==> src/rtl/spi_multi_if.sv <==
// Host-side bus of the multi-channel SPI master: transfer request fields and
// completion status. The serial pins stay plain ports on spi_multi.
interface spi_multi_if #(
  parameter int WIDTH    = 8,
  parameter int CHANNELS = 3
);
  localparam int CW = (CHANNELS > 1) ? $clog2(CHANNELS) : 1;

  logic             start;
  logic [CW-1:0]    ch;
  logic             hold;
  logic [WIDTH-1:0] tx_data;
  logic [WIDTH-1:0] rx_data;
  logic             busy;
  logic             done;

  modport master (output start, ch, hold, tx_data, input rx_data, busy, done);
  modport slave  (input start, ch, hold, tx_data, output rx_data, busy, done);
endinterface

==> src/rtl/spi_multi.sv <==
// Mode-0 SPI master sharing SCK/SDO across CHANNELS chip selects, with optional
// CSX hold between words. Define SPI_MULTI_LSB_FIRST_EN to shift LSB first.
module spi_multi #(
  parameter int WIDTH    = 8,
  parameter int CHANNELS = 3,
  parameter int DIV      = 4
) (
  input  logic                clk,
  input  logic                rst,
  spi_multi_if.slave          bus,
  input  logic [CHANNELS-1:0] sdi,
  output logic                sck,
  output logic                sdo,
  output logic [CHANNELS-1:0] csx
);
  localparam int CW = (CHANNELS > 1) ? $clog2(CHANNELS) : 1;
  localparam int DW = $clog2(DIV + 1);
  localparam int BW = $clog2(WIDTH);
  localparam logic [DW-1:0] DIV_LD   = DW'(DIV - 1);
  localparam logic [BW-1:0] BIT_LAST = BW'(WIDTH - 1);
  localparam logic [CW:0]   CH_LIM   = (CW + 1)'(CHANNELS);

  localparam logic [1:0] S_IDLE   = 2'd0;
  localparam logic [1:0] S_SHIFT  = 2'd1;
  localparam logic [1:0] S_FINISH = 2'd2;

  logic [1:0]          state_q, state_d;
  logic                pend_q, pend_d;
  logic                held_q, held_d;
  logic                hold_q, hold_d;
  logic [CW-1:0]       ch_q, ch_d;
  logic [WIDTH-1:0]    tx_sh_q, tx_sh_d;
  logic [WIDTH-1:0]    rx_sh_q, rx_sh_d;
  logic [WIDTH-1:0]    rx_data_q, rx_data_d;
  logic [DW-1:0]       div_q, div_d;
  logic [BW-1:0]       bit_q, bit_d;
  logic                sck_q, sck_d;
  logic [CHANNELS-1:0] csx_q, csx_d;
  logic                busy_q, busy_d;
  logic                done_q, done_d;

  logic             accept;
  logic             tx_bit;
  logic [WIDTH-1:0] tx_next;
  logic [WIDTH-1:0] rx_next;

`ifdef SPI_MULTI_LSB_FIRST_EN
  assign tx_bit  = tx_sh_q[0];
  assign tx_next = {1'b0, tx_sh_q[WIDTH-1:1]};
  assign rx_next = {sdi[ch_q], rx_sh_q[WIDTH-1:1]};
`else
  assign tx_bit  = tx_sh_q[WIDTH-1];
  assign tx_next = {tx_sh_q[WIDTH-2:0], 1'b0};
  assign rx_next = {rx_sh_q[WIDTH-2:0], sdi[ch_q]};
`endif

  assign accept = (state_q == S_IDLE) && !pend_q && bus.start && ({1'b0, bus.ch} < CH_LIM);

  always_comb begin
    state_d   = state_q;
    pend_d    = pend_q;
    held_d    = held_q;
    hold_d    = hold_q;
    ch_d      = ch_q;
    tx_sh_d   = tx_sh_q;
    rx_sh_d   = rx_sh_q;
    rx_data_d = rx_data_q;
    div_d     = div_q;
    bit_d     = bit_q;
    sck_d     = sck_q;
    csx_d     = csx_q;
    busy_d    = busy_q;
    done_d    = 1'b0;
    case (state_q)
      S_IDLE: begin
        if (pend_q) begin
          // one-cycle gap with every CSX high has elapsed; select the new channel
          pend_d  = 1'b0;
          csx_d   = ~(CHANNELS'(1) << ch_q);
          state_d = S_SHIFT;
          div_d   = DIV_LD;
          bit_d   = '0;
        end else if (accept) begin
          ch_d    = bus.ch;
          hold_d  = bus.hold;
          tx_sh_d = bus.tx_data;
          busy_d  = 1'b1;
          held_d  = 1'b0;
          if (held_q && (bus.ch != ch_q)) begin
            csx_d  = '1;
            pend_d = 1'b1;
          end else begin
            csx_d   = ~(CHANNELS'(1) << bus.ch);
            state_d = S_SHIFT;
            div_d   = DIV_LD;
            bit_d   = '0;
          end
        end
      end
      S_SHIFT: begin
        if (div_q == '0) begin
          div_d = DIV_LD;
          sck_d = ~sck_q;
          if (!sck_q) begin
            rx_sh_d = rx_next;
          end else if (bit_q == BIT_LAST) begin
            state_d = S_FINISH;
          end else begin
            bit_d   = bit_q + BW'(1);
            tx_sh_d = tx_next;
          end
        end else begin
          div_d = div_q - DW'(1);
        end
      end
      S_FINISH: begin
        state_d   = S_IDLE;
        done_d    = 1'b1;
        busy_d    = 1'b0;
        rx_data_d = rx_sh_q;
        held_d    = hold_q;
        if (!hold_q) csx_d = '1;
      end
      default: state_d = S_IDLE;
    endcase
  end

  always_ff @(posedge clk or posedge rst) begin
    if (rst) begin
      state_q   <= S_IDLE;
      pend_q    <= 1'b0;
      held_q    <= 1'b0;
      hold_q    <= 1'b0;
      ch_q      <= '0;
      tx_sh_q   <= '0;
      rx_sh_q   <= '0;
      rx_data_q <= '0;
      div_q     <= '0;
      bit_q     <= '0;
      sck_q     <= 1'b0;
      csx_q     <= '1;
      busy_q    <= 1'b0;
      done_q    <= 1'b0;
    end else begin
      state_q   <= state_d;
      pend_q    <= pend_d;
      held_q    <= held_d;
      hold_q    <= hold_d;
      ch_q      <= ch_d;
      tx_sh_q   <= tx_sh_d;
      rx_sh_q   <= rx_sh_d;
      rx_data_q <= rx_data_d;
      div_q     <= div_d;
      bit_q     <= bit_d;
      sck_q     <= sck_d;
      csx_q     <= csx_d;
      busy_q    <= busy_d;
      done_q    <= done_d;
    end
  end

  assign sck         = sck_q;
  assign sdo         = (state_q == S_SHIFT) & tx_bit;
  assign csx         = csx_q;
  assign bus.rx_data = rx_data_q;
  assign bus.busy    = busy_q;
  assign bus.done    = done_q;
endmodule
==> src/flat_wrapper.sv <==
// flat-port wrapper written by rule: the top's interface ports become plain ports
module spi_multi_flat 
#(
  parameter int WIDTH    = 8,
  parameter int CHANNELS = 3,
  parameter int DIV      = 4
)
  (clk, rst, sdi, sck, sdo, csx, bus_start, bus_ch, bus_hold, bus_tx_data, bus_rx_data, bus_busy, bus_done);
  spi_multi_if #(.WIDTH(WIDTH), .CHANNELS(CHANNELS)) bus_i ();
  input  logic clk;
  input  logic rst;
  input  logic [CHANNELS-1:0] sdi;
  output logic sck;
  output logic sdo;
  output logic [CHANNELS-1:0] csx;
  input wire logic [$bits(bus_i.start)-1:0] bus_start;
  input wire logic [$bits(bus_i.ch)-1:0] bus_ch;
  input wire logic [$bits(bus_i.hold)-1:0] bus_hold;
  input wire logic [$bits(bus_i.tx_data)-1:0] bus_tx_data;
  output wire logic [$bits(bus_i.rx_data)-1:0] bus_rx_data;
  output wire logic [$bits(bus_i.busy)-1:0] bus_busy;
  output wire logic [$bits(bus_i.done)-1:0] bus_done;
  assign bus_i.start = bus_start;
  assign bus_i.ch = bus_ch;
  assign bus_i.hold = bus_hold;
  assign bus_i.tx_data = bus_tx_data;
  assign bus_rx_data = bus_i.rx_data;
  assign bus_busy = bus_i.busy;
  assign bus_done = bus_i.done;
  spi_multi #(.WIDTH(WIDTH), .CHANNELS(CHANNELS), .DIV(DIV)) u_core (.clk(clk), .rst(rst), .bus(bus_i), .sdi(sdi), .sck(sck), .sdo(sdo), .csx(csx));
endmodule
==> config.mk <==
export PLATFORM = sky130hd
export DESIGN_NAME = spi_multi_flat
export DESIGN_NICKNAME = d
export VERILOG_FILES = /design/src/rtl/spi_multi_if.sv /design/src/rtl/spi_multi.sv /design/src/flat_wrapper.sv
export SDC_FILE = /design/constraint.sdc
export NUM_CORES = 1
export LEC_CHECK = 0
export CAP_MARGIN = 15
export CORE_MARGIN = 2
export CORE_UTILIZATION = 53
export DETAILED_ROUTE_END_ITERATION = 8
export PLACE_DENSITY = 0.78
export SETUP_SLACK_MARGIN = 0.15
export SLEW_MARGIN = 20
export SYNTH_ARGS = -nofsm -noshare
export SYNTH_HDL_FRONTEND = slang
export SYNTH_SLANG_ARGS = --single-unit
==> constraint.sdc <==
create_clock -name clk -period 2.3 [get_ports clk]
set_input_delay 0.345 -clock clk [delete_from_list [all_inputs] [get_ports clk]]
set_output_delay 0.345 -clock clk [all_outputs]
set_load 0.03 [all_outputs]
==> metrics.yaml <==
outcome:
  outcome: "finished clean"
grt:
  grt_pass1_vias: 1469
  grt_first_pass_wirelength_mm: 6.82
  met2_usage: 0.301
  grt_overflow: 0
  grt_max_degree: 44
  grt_usage: 0.202
  grt_busiest_layer: "met2"
  grtUsageMet1: 0.284
  antenna_violations_before_repair: 0
  gr-usage-met3: 0.0517
routing:
  drt_first_pass_iters: 4
  dr_total_vias: 1555
  finalWirelength_mm: 4.04
  routed_via_density: 5.48
  avgRoutedWirePerCell_um: 14.2
  drt_iter0_markers: 119
  drt.antenna.violating_nets: 0
  remaining_drc_errors: 0
setup_path:
  critical_path_required_ps: 2490
  timing.critical_path.to_type: "flop"
  worst-path-max-fanout: 17
  timing.critical_path.from_type: "flop"
  worstReg2RegStart: "u_core.bit_q[0]"
  timing.reg2reg.setup_slack_ps: 390
  criticalPathCategory: "flop to flop"
  crit-reg2reg-capture: "u_core.tx_sh_q[0]"
  worstRegToRegCells: 7
  critical_path_arrival_ps: 2100
timing:
  timing_max_transition_violations_final: 0
  worstMarginPinSlew_ps: 533
  report.final.setup_viol: 0
  fin_hold_ws_ps: 476
  period_share: 0.831
  period_needed_ps: 1910
  setup-tns-final_ps: 0
  rsz0062_at_grt: "false"
  max_slew_margin_vs_limit: 0.645
  skew_ps: 3.55
  maxClockFrequency_mhz: 523
  final_hold_viol_count: 0
power:
  power.density_nw_per_um2: 968
  vdd_drop_max_uv: 514
  cellLeakagePower_nw: 1.13
logic_synthesis:
  syn_area_per_cell_um2: 10.8
  post_synth_num_cell_types: 45
  postSynthCellCount: 198
  ys_ff_latch: 43
  postSynthNetCount: 219
  synthesis.yosys.warnings: 0
  syn-cell-area_um2: 2130
  synth-seq-area-share: 0.506
final_layout:
  finish.cell_count_without_fillers: 284
  mostFrequentLayoutCell: "nand2_1"
  final_layout_size_suffix_gt1_frac: 0.201
  most-common-layout-cells: "nand2_1, dfrtp_1, clkdlybuf4s50_1"
  flow.area_growth_from_synthesis_pct: 21.4
  number_of_nets_at_the_end_of_the_flow: 254
  insertedDiodeCount: 0
min_path:
  min_path_type: "input pin to async pin"
clocking:
  cts.reportedPaths.clkPinSlew_ps: 80
  ctsHoldBuffers: 0
  cts_inserted_buffers: 5
  clk_latency_ps: 290
  clockRootBuffer: "clkbuf_8"
  cts_resized: 0
  post_cts.repair.setup_buffers: 0
  clockBufferDepth: 2
  tritoncts: "done"
  htree_levels: 2
  cts.sinks: 43
floorplanning:
  floorplan.initialDensity: 0.541
  fp.coreArea_um2: 3940
  dieHeight_um: 67.4
  top_level_ports: 32
  die_area_um2: 4550
  placement_rows: 23
  die_x_um: 67.4
placement:
  dp_hpwl_mm: 2.77
  placement.io_buffers: 31
  place_congestion: 0.798
  dpl.cell_count: 276
job:
  max_capacitance_violation_count: 0
-- cells in the mapped netlist (all sizes together) --
library cell | count | area share
or3 | 1 | 0.0029
o22ai | 3 | 0.0088
inv | 8 | 0.014
a21oi | 14 | 0.043
buf | 7 | 0.032
o2111a | 1 | 0.0053
nand3b | 1 | 0.0035
o22a | 2 | 0.0082
nand4bb | 1 | 0.0076
a32o | 1 | 0.0047
dfstp | 3 | 0.037
clkinv | 1 | 0.0018
nor3 | 7 | 0.022
clkbuf | 2 | 0.0035
o21ai | 4 | 0.0094
nor3b | 1 | 0.0035
mux2i | 1 | 0.0047
xnor2 | 1 | 0.0041
and2 | 1 | 0.0029
mux2 | 10 | 0.053
a211o | 2 | 0.0082
a221oi | 1 | 0.0041
a211oi | 1 | 0.0035
dfrtp | 40 | 0.47
a21o | 1 | 0.0041
nand3 | 1 | 0.0047
nor2 | 10 | 0.018
a21boi | 1 | 0.0053
nand2b | 4 | 0.012
ha | 4 | 0.023
a31o | 2 | 0.0082
nand2 | 47 | 0.084
a41oi | 7 | 0.053
nand4 | 1 | 0.0029
o32a | 2 | 0.0094
a21bo | 1 | 0.0047
a22o | 3 | 0.013
-- per-stage QoR --
step | setup slack (ps) | power (mW) | area (µm²) | utilization
floorplan | 516 | 1.71 | 2130 | -
global placement | 308 | 1.89 | 2470 | 0.627
detailed placement | 274 | 1.92 | 2470 | 0.627
CTS | 372 | 2.53 | 2590 | 0.657
global route | 256 | 2.66 | 2590 | 0.657
finish | 388 | 2.51 | 2590 | 0.657
-- how the worst max path moves through the flow --
stage / startpoint / endpoint / cells after the start / slack, ps
2_1_floorplan: u_core.bit_q[0] / u_core.bit_q[0] / 6 / 520
3_3_place_gp: bus_ch[0] / u_core.bus.busy / 6 / 310
3_5_place_dp: bus_ch[0] / u_core.bus.busy / 6 / 270
4_1_cts: u_core.state_q[0] / sdo / 4 / 370
5_1_grt: u_core.state_q[0] / sdo / 4 / 260
6_report: u_core.bit_q[0] / u_core.tx_sh_q[0] / 7 / 390
-- worst max-delay path, stage by stage, from the launching register on --
cell and delay (ps):
dfrtp_1 390, ha_1 200, ha_1 190, nand4bb_2 290, a21oi_4 190, buf_4 270
nand2_1 80, a21bo_1 190
-- flip-flops by register name, summed over array words and instances, names as in the netlist, 2 cells and up --
signal,flops
u_core.bit_q,3
u_core.bus.rx_data,8
u_core.ch_q,2
u_core.csx,3
u_core.div_q,3
u_core.rx_sh_q,8
u_core.state_q,2
u_core.tx_sh_q,8
-- area by class of cell --
class	count	area (µm²)
clock buffers	6	82.6
clock inverters	2	35.0
fillers	312	1350
inverters	9	33.8
multi-input cells	137	942
flip-flops and latches	43	1080
well taps	50	62.6
repair buffers	37	353
-- power by group --
group / switching (mW) / internal [mW]
clock: 0.255 / 0.351
sequential: 0.158 / 0.986
combinational: 0.370 / 0.386
-- layer usage --
metal  wire length, µm  vias to the layer above
li1                  -                      768
met1              1990                      750
met2              1840                       28
met3               135                        9
met4                77                        0
met5                 0                        -
-- cell families (layout without fill, tap and decap cells) --
family | count (synthesis) | in the layout | share of synthesized area
compound gates | 46 | 46 | 0.194
xor+xnor | 1 | 1 | 0.00411
fa+ha+maj | 4 | 4 | 0.0235
buf+inv | 18 | 54 | 0.0516
flops | 43 | 43 | 0.506
mux | 11 | 11 | 0.0575
simple gates | 75 | 75 | 0.163
Power figures use the tool's default switching activity.
